## src/rtl/prco_regfile_pkg.sv

```systemverilog
// Shared PRCO constants: default datapath width, register count and the
// architectural stack/base pointer slots used by the register file.
package prco_regfile_pkg;

  localparam int PRCO_DATA_W = 16;
  localparam int PRCO_NREGS  = 8;
  localparam int REG_SP      = 7;
  localparam int REG_BP      = 6;
  localparam int PRCO_SP_RST = 'h00FF;

endpackage : prco_regfile_pkg

```

## src/rtl/prco_scoreboard.sv

```systemverilog
// Pending-write scoreboard for the PRCO register file.
// One busy bit per register: set by an issue-time claim, cleared by the
// write-back that retires it. A same-cycle claim and retire of the same
// index leaves the bit set. q_waw flags a claim of an already-busy register.
module prco_scoreboard
  import prco_regfile_pkg::*;
#(
  parameter  int NREGS = PRCO_NREGS,
  localparam int SEL_W = $clog2(NREGS)
) (
  input  logic             i_clk,
  input  logic             i_reset,
  input  logic             i_en,
  input  logic             i_claim,
  input  logic [SEL_W-1:0] i_claim_sel,
  input  logic             i_we,
  input  logic [SEL_W-1:0] i_seld,
  output logic [NREGS-1:0] q_busy,
  output logic             q_waw
);

  logic [NREGS-1:0] w_busy_next;

  // Next busy vector: retire first, then claim, so a colliding claim wins.
  always_comb begin
    // NOTE: every always_comb output gets a default first; without it a
    // missed branch would infer a latch.
    w_busy_next = q_busy;
    if (i_we)    w_busy_next[i_seld]      = 1'b0;
    if (i_claim) w_busy_next[i_claim_sel] = 1'b1;
  end

  // Busy bits and WAW pulse; everything freezes (pulse drops) when disabled.
  always_ff @(posedge i_clk or posedge i_reset) begin
    if (i_reset) begin
      // NOTE: sequential state uses non-blocking assignments only, so all
      // flops sample pre-edge values regardless of block ordering.
      q_busy <= '0;
      q_waw  <= 1'b0;
    end else if (i_en) begin
      q_busy <= w_busy_next;
      q_waw  <= i_claim & q_busy[i_claim_sel];
    end else begin
      q_waw  <= 1'b0;
    end
  end

endmodule : prco_scoreboard

```

## src/rtl/prco_regfile.sv

```systemverilog
// PRCO register file: NREGS x DATA_W flop storage, two registered read
// ports gated by a pending-write scoreboard, one write port.
// Optional macro PRCO_REGFILE_BYPASS_EN forwards same-cycle write data to
// matching read ports and lets that write resolve a busy hazard. Without
// it, reads see the pre-write value and a retiring busy register stalls
// one more cycle.
// Selects are exactly SEL_W bits and NREGS is a power of two, so every
// select value addresses a real register.
module prco_regfile
  import prco_regfile_pkg::*;
#(
  parameter  int          DATA_W = PRCO_DATA_W,
  parameter  int          NREGS  = PRCO_NREGS,
  parameter  int          SP_IDX = REG_SP,
  parameter  int          BP_IDX = REG_BP,
  parameter  int unsigned SP_RST = PRCO_SP_RST,
  localparam int          SEL_W  = $clog2(NREGS)
) (
  input  logic              i_clk,
  input  logic              i_reset,
  input  logic              i_en,
  input  logic              i_rd_req,
  input  logic [SEL_W-1:0]  i_sela,
  input  logic [SEL_W-1:0]  i_selb,
  output logic [DATA_W-1:0] q_data,
  output logic [DATA_W-1:0] q_datb,
  output logic              q_rd_valid,
  output logic              q_stall,
  input  logic              i_claim,
  input  logic [SEL_W-1:0]  i_claim_sel,
  input  logic              i_we,
  input  logic [SEL_W-1:0]  i_seld,
  input  logic [DATA_W-1:0] i_datd,
  output logic [NREGS-1:0]  q_busy,
  output logic              q_waw
);

  logic [DATA_W-1:0] r_regs [NREGS];

  logic              w_fwd_a;
  logic              w_fwd_b;
  logic [DATA_W-1:0] w_dat_a;
  logic [DATA_W-1:0] w_dat_b;
  logic              w_hazard;

  prco_scoreboard #(
    .NREGS (NREGS)
  ) u_scoreboard (
    .i_clk       (i_clk),
    .i_reset     (i_reset),
    .i_en        (i_en),
    .i_claim     (i_claim),
    .i_claim_sel (i_claim_sel),
    .i_we        (i_we),
    .i_seld      (i_seld),
    .q_busy      (q_busy),
    .q_waw       (q_waw)
  );

`ifdef PRCO_REGFILE_BYPASS_EN
  assign w_fwd_a = i_we && (i_seld == i_sela);
  assign w_fwd_b = i_we && (i_seld == i_selb);
`else
  assign w_fwd_a = 1'b0;
  assign w_fwd_b = 1'b0;
`endif

  assign w_dat_a  = w_fwd_a ? i_datd : r_regs[i_sela];
  assign w_dat_b  = w_fwd_b ? i_datd : r_regs[i_selb];
  assign w_hazard = (q_busy[i_sela] & ~w_fwd_a) | (q_busy[i_selb] & ~w_fwd_b);

  // Storage: architectural reset values, write on enabled i_we.
  always_ff @(posedge i_clk or posedge i_reset) begin
    if (i_reset) begin
      // NOTE: this array is flops, not a RAM macro, and SP has a non-zero
      // architectural reset value, so every entry is reset explicitly.
      // BP is tested first so it stays zero even if configured onto SP.
      for (int i = 0; i < NREGS; i++) begin
        r_regs[i] <= (i == BP_IDX) ? '0 :
                     (i == SP_IDX) ? DATA_W'(SP_RST) : '0;
      end
    end else if (i_en && i_we) begin
      r_regs[i_seld] <= i_datd;
    end
  end

  // Read port: capture on an unhazarded request, else flag the stall.
  always_ff @(posedge i_clk or posedge i_reset) begin
    if (i_reset) begin
      q_data     <= '0;
      q_datb     <= '0;
      q_rd_valid <= 1'b0;
      q_stall    <= 1'b0;
    end else if (i_en) begin
      if (i_rd_req && !w_hazard) begin
        q_data     <= w_dat_a;
        q_datb     <= w_dat_b;
        q_rd_valid <= 1'b1;
        q_stall    <= 1'b0;
      end else if (i_rd_req) begin
        q_rd_valid <= 1'b0;
        q_stall    <= 1'b1;
      end else begin
        q_rd_valid <= 1'b0;
        q_stall    <= 1'b0;
      end
    end else begin
      q_rd_valid <= 1'b0;
    end
  end

endmodule : prco_regfile
```

## config.mk

```make
export PLATFORM = sky130hd
export DESIGN_NAME = prco_regfile
export DESIGN_NICKNAME = d
export VERILOG_FILES = /design/src/rtl/prco_regfile_pkg.sv /design/src/rtl/prco_scoreboard.sv /design/src/rtl/prco_regfile.sv
export SDC_FILE = /design/constraint.sdc
export NUM_CORES = 1
export LEC_CHECK = 0
export CAP_MARGIN = 20
export CORE_ASPECT_RATIO = 1.2
export CORE_UTILIZATION = 62
export DETAILED_ROUTE_END_ITERATION = 8
export PLACE_DENSITY = 0.88
export SYNTH_ARGS = -nofsm -noshare
export SYNTH_HDL_FRONTEND = slang
export SYNTH_SLANG_ARGS = --single-unit
```

## constraint.sdc

```tcl
create_clock -name i_clk -period 9.2 [get_ports i_clk]
set_input_delay 1.84 -clock i_clk [delete_from_list [all_inputs] [get_ports i_clk]]
set_output_delay 1.84 -clock i_clk [all_outputs]
set_load 0.005 [all_outputs]
```

# --- After elaboration in Yosys (flattened, before gate mapping) ---
# Cells that the tools add are included.
# Widths: inputs -> output; s select.
word_totals:
  in_bits: 34
  register_bits: 171
  out_inout_bits: 43
op_classes:
  bitwise_logic: 8
  muxes: 26
  n_lt_le_gt_ge: 10
  reduce_logical: 7
op_table:
  columns: ["operator", "n"]
  rows:
  - ["$bwmux 128", 1]
  - ["$bmux 16 s3", 2]
  - ["$mux 16", 5]
  - ["$demux 16 s3", 1]
  - ["$lt 3x4->1 const B", 4]
  - ["$mux 8", 2]
  - ["$ge 4x4->1 const B", 3]
  - ["$not 3->4", 3]
  - ["$mux 1", 10]
  - ["$bmux 1 s3", 3]
  - ["$and 8x8->8", 1]
  - ["$not 8->8", 1]
  - ["$or 8x8->8", 1]
  - ["$demux 1 s3", 2]
  - ["$ge 3x1->1 const B", 2]
  - ["$logic_and 1x1->1", 5]
  - ["$lt 4x1->1 const B", 1]
  - ["$reduce_and 2->1", 1]
  - ["$and 1x1->1", 1]
  - ["$logic_not 1->1", 1]
  - ["$or 1x1->1", 1]

# --- Logic depth before layout (Yosys ltp) ---
# Gate-level depths: netlist (run 1).
depth:
  depth_word: 9
  depth_mapped: 6

# --- Cells and area by module ---
# From an unflattened synthesis (run 1), not the netlist that was laid out.
hier_totals:
  cells_unflattened: 525
  hier_area_um2: 8637.0
by_module_without_submodules:
  columns: ["module", "n_inst", "area_per_inst_um2", "cells_each"]
  rows:
  - ["prco_regfile", 1, 8160.3, 478]
  - ["prco_scoreboard", 1, 476.7, 47]

# --- Worst setup path after synthesis (run 1) ---
# No wires, ideal clock.
synth_timing:
  path_kind: "input to register"
  startpoint: "input i_sela[0]"
  endpoint: "register q_data[8]"
  cell_stages: 5
  path_slack_ns: 5.596
  setup_time_ns: 0.128
  t_arrival_ns: 3.476
  cell_sequence: "clkbuf_1 > buf_2 > mux4_2 > mux2_2 > mux2_1"
synth_via:
  elab_chain_len: 6
  word_cells_on_any_way: 10
synth_lines:
  columns: ["item", "line", "rtl"]
  rows:
  - ["start, declared", "prco_regfile.sv:23", "input logic [SEL_W-1:0] i_sela,"]
  - ["$bmux 1 s3", "prco_regfile.sv:70", "assign w_hazard = (q_busy[i_sela] & ~w_fwd_a) | (q_busy[i_selb] & ~w_fwd_b);"]
  - ["$mux 1 (not written as such)", "prco_regfile.sv:70", null]
  - ["$or 1x1->1", "prco_regfile.sv:70", null]
  - ["$logic_not 1->1", "prco_regfile.sv:95", "if (i_rd_req && !w_hazard) begin"]
  - ["$logic_and 1x1->1", "prco_regfile.sv:95", null]
  - ["$reduce_and 2->1 (no source line)", null, null]
  - ["end signal, assigned", "prco_regfile.sv:96", "q_data <= w_dat_a;"]
  - ["end, declared", "prco_regfile.sv:25", "output logic [DATA_W-1:0] q_data,"]
# Parallel ways exist; a longest one is shown, timed or not. The select of a mux whose other input is x is not followed.
# A chain may end at the register's enable or synchronous reset.

# --- Worst setup path after layout (run 1) ---
layout_timing:
  startpoint: "input i_selb[2]"
  endpoint: "register q_datb[1]"
layout_via:
  elab_chain_len: 6
  word_cells_on_any_way: 10
layout_lines:
  columns: ["item", "line", "rtl"]
  rows:
  - ["start, declared", "prco_regfile.sv:24", "input logic [SEL_W-1:0] i_selb,"]
  - ["$bmux 1 s3", "prco_regfile.sv:70", null]
  - ["$mux 1 (not written as such)", "prco_regfile.sv:70", null]
  - ["$or 1x1->1", "prco_regfile.sv:70", null]
  - ["$logic_not 1->1", "prco_regfile.sv:95", null]
  - ["$logic_and 1x1->1", "prco_regfile.sv:95", null]
  - ["$reduce_and 2->1 (no source line)", null, null]
  - ["end signal, assigned", "prco_regfile.sv:97", "q_datb <= w_dat_b;"]
  - ["end, declared", "prco_regfile.sv:26", "output logic [DATA_W-1:0] q_datb,"]
# Parallel ways exist; a longest one is shown, timed or not. The select of a mux whose other input is x is not followed.

==> run summary, run 1 <==
Crit Reg-Reg Startpoint = u_scoreboard.q_busy[4]
R2R setup slack = 6780 ps
Syn-to-layout area delta = 18.9%
Hold Vio Cnt, Final = 0
Synthesized Nets = 548
CTS Buffer Depth = 2
Setup violators final = 0
Detailed Place HPWL = 10800 um
Chip Width = 109 um
Via density = 6.53
Final Non-Filler Cells = 770
Launch point of the worst path = i_selb[2]
Most common cell after layout, fill and taps aside = dfrtp_1
Area after DPL = 9360 um^2
Vias in the first global route = 5497
Cell taking the most area after synthesis = dfrtp_1
Die Height = 130 um
Final WS setup = 4770 ps
Number of synthesized register bits = 171
Root Buffer = clkbuf_16
Core area = 13300 um^2
Row count = 46
Final period util = 48.2%
Starting Density = 63.7%
Max Clk Rate = 226 MHz
DR DRC count = 0
Hold Path Stages = 1
Status = finished, final reports clean
Min Tclk post-route = 4430 ps
Die area = 14100 um^2
Met2 Resource Use GR = 48.6%
Hold endpoint = q_data[15]
Diodes inserted = 0
DR vias = 5027
GRT Util Overall = 29.3%
Worst skew pair latency = 430 ps
Post-Place Worst Slack = 3910 ps
Arr. time, crit path = 4740 ps
Pins Over Slew Limit = 0
Synth Warn # = 0
HP Class = flop to flop
Reg2Reg Depth = 4
Worst-margin pin slew = 1090 ps
Leakage power total = 4.18 nW
Register area = 4290 um^2
Post-cts resize count = 0
Mean routed wirelength per cell = 24.5 um
Total grt overflow = 0
CTS Hold Bufs = 0
Routed Antenna Nets = 0
Post-route cell area = 10100 um^2
Mean Syn Cell Area = 16.5 um^2
Cells after DPL = 736
Mapped Area = 8470 um^2
Mapped Cells = 514
HP Start = q_data[15]
First-pass detailed-route iteration total = 4
Slew HR = 27.6%
Fill cell count = 761
Fin util = 75.7%
Kind of critical path = input port to flop
Synth cell types = 25
First-pass GRT wire length = 30000 um
Startpoint Class = input port
Largest net degree at the start of global routing = 90
Iteration-0 DRC Markers = 282
Commonest cells after routing, fill and taps aside = dfrtp_1 (163), mux2_2 (111), mux2_1 (81), clkdlybuf4s50_1 (74), mux4_2 (70)
CTS buffer count = 17
Clock sinks = 171
Layout cells sized above 1 = 39.7%
Most Crowded Layer GR = met2
Met3 Usage GRT = 6.09%
IO Port Bufs = 76
Yosys top cell area share = 48.2%
Sequential area share after synthesis = 50.6%
GR met1 Demand/Resource = 37.7%
Synth top area cells = dfrtp_1 (48%), mux4_2 (19%), mux2_2 (15%), mux2_1 (11%), dfstp_2 (2.5%)
Power Dens Cells = 255 nW/um^2
Multi-input logic area = 4000 um^2
H-tree Lvls = 4
Initial antenna violation count = 0
Clock Skew = 6.80 ps
Max VDD drop = 0.206 mV
CTS tree = built
Reg2Reg Capture Point = q_datb[1]
CP Max Fanout = 33
MaxCap Viol Count = 0
Post-CTS setup buffers = 0
Required time of the critical path = 9510 ps
I/O pin total = 77
Setup TNS = 0 ps
CP endpoint kind = flop
DRT Wirelength = 18900 um
Post-layout nets = 623
RSZ-0062 raised after global routing = no
Clock slew seen by the registers of the worst setup and hold paths = 70 ps
Final GP Congestion = 0.780
-- Yosys cell counts (all sizes together) --
cell type  instances
and3               1
buf               18
clkbuf            16
dfrtp            163
dfstp              8
inv                3
mux2             192
mux2i              2
mux4              70
nand2              7
nand2b             5
nand3              2
nand3b             1
nand4b             1
nor2               7
o21ai             12
o22ai              1
o31ai              2
or2                1
or3                2
-- per-stage QoR --
stage / power (mW) / hold WS, ps
5_1_grt: 2.69 / 510
2_1_floorplan: 1.48 / 470
4_1_cts: 2.58 / 494
3_3_place_gp: 1.72 / 474
6_report: 2.57 / 488
3_5_place_dp: 1.77 / 481
-- per-layer routing --
metal | vias to the layer above | share of wire [%]
met3 | 36 | 4.6
li1 | 2129 | -
met2 | 167 | 52
met1 | 2695 | 41
met5 | - | 0
met4 | 0 | 2.3
-- critical path, cell delays in order --
cell,delay [ps]
clkdlybuf4s50_1,810
buf_16,220
mux4_2,530
mux2i_4,190
nand4b_4,580
mux2_1,550
-- state kept, by name, indices dropped and copies added (netlist names) --
name,cells
u_scoreboard.q_busy,8
q_stall,1
q_rd_valid,1
q_datb,16
r_regs,128
u_scoreboard.q_waw,1
q_data,16
-- power by group --
group | total, mW | switching, mW | leakage [nW] | internal, mW
combinational | 0.647 | 0.206 | 1.78 | 0.441
clock | 0.804 | 0.295 | 0.314 | 0.508
sequential | 1.12 | 0.149 | 2.09 | 0.972
-- how the worst max path moves through the flow --
stage,endpoint,cells past startpoint
2_1_floorplan,q_data[0],1
3_3_place_gp,q_datb[3],5
3_5_place_dp,q_data[2],5
4_1_cts,q_data[2],5
5_1_grt,q_datb[1],6
6_report,q_datb[1],6
-- cell families after synthesis --
group,after synthesis,synth area share (%)
multiplexers,264,44.5
flip-flops,171,50.6
buffers and inverters,37,2.11
AND/OR/NAND/NOR,27,1.77
AO/OA/AOI/OAI,15,0.960
-- area by class of cell --
cell class | instances | area share, %
inverters | 3 | 0.162
multi-input cells | 306 | 39.7
repair buffers | 90 | 8.90
well taps | 168 | 2.09
flip-flops and latches | 171 | 42.6
clock buffers | 20 | 4.34
clock inverters | 12 | 2.17
Note: power is estimated with default switching activity, not from simulation.
==> inputs of run 2 (changes only) <==
--- a/config.mk
+++ b/config.mk
@@ -7,9 +7,9 @@
 export LEC_CHECK = 0
 export CAP_MARGIN = 20
 export CORE_ASPECT_RATIO = 1.2
-export CORE_UTILIZATION = 62
+export CORE_UTILIZATION = 52
 export DETAILED_ROUTE_END_ITERATION = 8
-export PLACE_DENSITY = 0.88
+export PLACE_DENSITY = 0.79
 export SYNTH_ARGS = -nofsm -noshare
 export SYNTH_HDL_FRONTEND = slang
 export SYNTH_SLANG_ARGS = --single-unit
==> constraint.sdc (replaced) <==
create_clock -name i_clk -period 3.6 [get_ports i_clk]
set_input_delay 0.72 -clock i_clk [delete_from_list [all_inputs] [get_ports i_clk]]
set_output_delay 0.72 -clock i_clk [all_outputs]
set_load 0.005 [all_outputs]
==> run 2 against run 1 <==
Register-to-register slack worse by 5200 ps. Clock-buffer cell count decreased by 1. Global-route usage fell by 5.4 points. Via count decreased by 1.6%. Non-clock buffer count is 5 higher. Clock power increased by 140%. Critical endpoint is now q_data[12]. Largest cell class unchanged. Largest power group unchanged.
==> run summary, run 2 (synthesized netlist as in run 1, its figures left out) <==
Syn-to-layout area delta = 19.7%
Final period util = 72.5%
MaxCap Viol Count = 0 (unchanged)
Diodes inserted = 0 (unchanged)
Required time of the critical path = 3900 ps (-5610 ps)
CP endpoint kind = flop
Initial antenna violation count = 0 (unchanged)
CTS Hold Bufs = 0 (unchanged)
Area after DPL = 9520 um^2 (+1.8%)
Clock sinks = 171 (unchanged)
Most flops, register = r_regs
RSZ-0062 raised after global routing = no
Final WS setup = 991 ps (-3780 ps)
DR DRC count = 0 (unchanged)
Most common cell after layout, fill and taps aside = dfrtp_1
Startpoint Class = input port
IO Port Bufs = 76 (unchanged)
Layout cells sized above 1 = 40.7% (+0.99 points)
Starting Density = 53.7% (-10 points)
Largest net degree at the start of global routing = 81 (-10%)
Slew HR = 35.9% (+8.4 points)
Post-Place Worst Slack = 532 ps (-3380 ps)
Chip Width = 119 um (+9.0%)
First-pass GRT wire length = 30000 um (about the same)
Die area = 16800 um^2 (+19%)
Number of flip-flops in the largest register = 128 (unchanged)
Iteration-0 DRC Markers = 222 (-21%)
Leakage power total = 4.18 nW (about the same)
Min Tclk post-route = 2610 ps
CTS Buffer Depth = 2 (unchanged)
Core area = 15800 um^2 (+19%)
H-tree Lvls = 4 (unchanged)
Vias in the first global route = 5427 (-1.3%)
CTS tree = built
Die Height = 142 um (+9.1%)
Mean routed wirelength per cell = 22.5 um (-8.1%)
Worst skew pair latency = 420 ps (about the same)
Kind of critical path = input port to flop
Post-cts resize count = 0 (unchanged)
GRT Util Overall = 23.8% (-5.4 points)
Max VDD drop = 0.313 mV (+52%)
Hold Vio Cnt, Final = 0 (unchanged)
Row count = 50 (+8.7%)
First-pass detailed-route iteration total = 4 (unchanged)
DR vias = 4948 (-1.6%)
Status = finished, final reports clean
DRT Wirelength = 18400 um (-2.7%)
Clock slew seen by the registers of the worst setup and hold paths = 60 ps (about the same)
Max Clk Rate = 383 MHz
HP Class = flop to flop
Post-route cell area = 10100 um^2 (+0.73%)
Routed Antenna Nets = 0 (unchanged)
Arr. time, crit path = 2910 ps (-1830 ps)
Root Buffer = clkbuf_16
Final GP Congestion = 0.813 (+4.2%)
I/O pin total = 77 (unchanged)
Post-CTS setup buffers = 0 (unchanged)
CTS buffer count = 17 (unchanged)
Via density = 6.07 (-7.0%)
Detailed Place HPWL = 11800 um (+9.3%)
Commonest cells after routing, fill and taps aside = dfrtp_1 (163), mux2_2 (111), mux2_1 (81), clkdlybuf4s50_1 (74), mux4_2 (70)
Power Dens Cells = 629 nW/um^2 (+150%)
Setup TNS = 0 ps (unchanged)
Worst-margin pin slew = 961 ps (-125 ps)
Top Registers = r_regs x128, q_data x16, q_datb x16
Total grt overflow = 0 (unchanged)
Clock Skew = 9.07 ps (+2.27 ps)
Setup violators final = 0 (unchanged)
Pins Over Slew Limit = 0 (unchanged)
Post-layout nets = 628 (+0.80%)
CP Max Fanout = 33 (unchanged)
## run 2: changes by cell type in the layout (fill, tap and decap cells not counted), sizes merged
cell / change
clkinv: +1
bufinv: -3
buf: +5
clkinvlp: +4
clkbuf: -1
inv: -1
## run 2: worst paths after layout
path                              end  cells after the start  slack (ps)                   start
setup / recovery           q_data[12]                      7         990               i_selb[2]
hold / removal             q_data[14]                      1         490              q_data[14]
setup reg to reg           q_data[12]                      5        1550  u_scoreboard.q_busy[5]
hold reg to reg            q_data[14]                      1         490              q_data[14]
max in group asynchronous   r_regs[4]                      3        2350                 i_reset
min in group asynchronous  r_regs[34]                      2         570                 i_reset
## run 2: per-layer routing
metal  vias up  wire [um]  part of all wire [%]  global-route usage, %
li1       2154          -                     -                      -
met1      2645       7480                    41                   30.5
met2       132       9830                    53                   41.8
met3        17        860                   4.7                   4.18
met4         0        200                   1.1                   7.06
met5         -          0                     0                      0
## run 2: power breakdown
part           switching [mW]  internal [mW]
logic                   0.513           1.13
clock network           0.760           1.13
registers               0.361           2.48
total                    1.63           4.75
## run 2: area by class of cell
| cell class | instances | area [um^2] |
|---|---|---|
| Fill cell | 1143 | 5620 |
| Sequential cell | 171 | 4290 |
| Multi-Input combinational cell | 306 | 4000 |
| Timing Repair Buffer | 95 | 956 |
| Clock buffer | 19 | 453 |
| Tap cell | 208 | 260 |
| Clock inverter | 13 | 168 |
| Inverter | 3 | 15.0 |
## run 2: through the flow
| step | power [mW] | util, % | hold slack (ps) | std cells |
|---|---|---|---|---|
| after floorplan | 3.77 | - | 470 | 514 |
| after global placement | 4.42 | 60.4 | 473 | 783 |
| after detailed placement | 4.54 | 60.4 | 481 | 783 |
| after CTS | 6.44 | 64.3 | 494 | 815 |
| after global routing | 6.70 | 64.3 | 508 | 815 |
| final | 6.38 | 64.3 | 487 | 815 |
## run 2: worst max-delay path: stages
cell and delay (ps):
clkdlybuf4s50_1 510, buf_4 310, mux4_2 390, mux2i_4 190, nand4b_4 100, buf_4 290, mux2_1 370
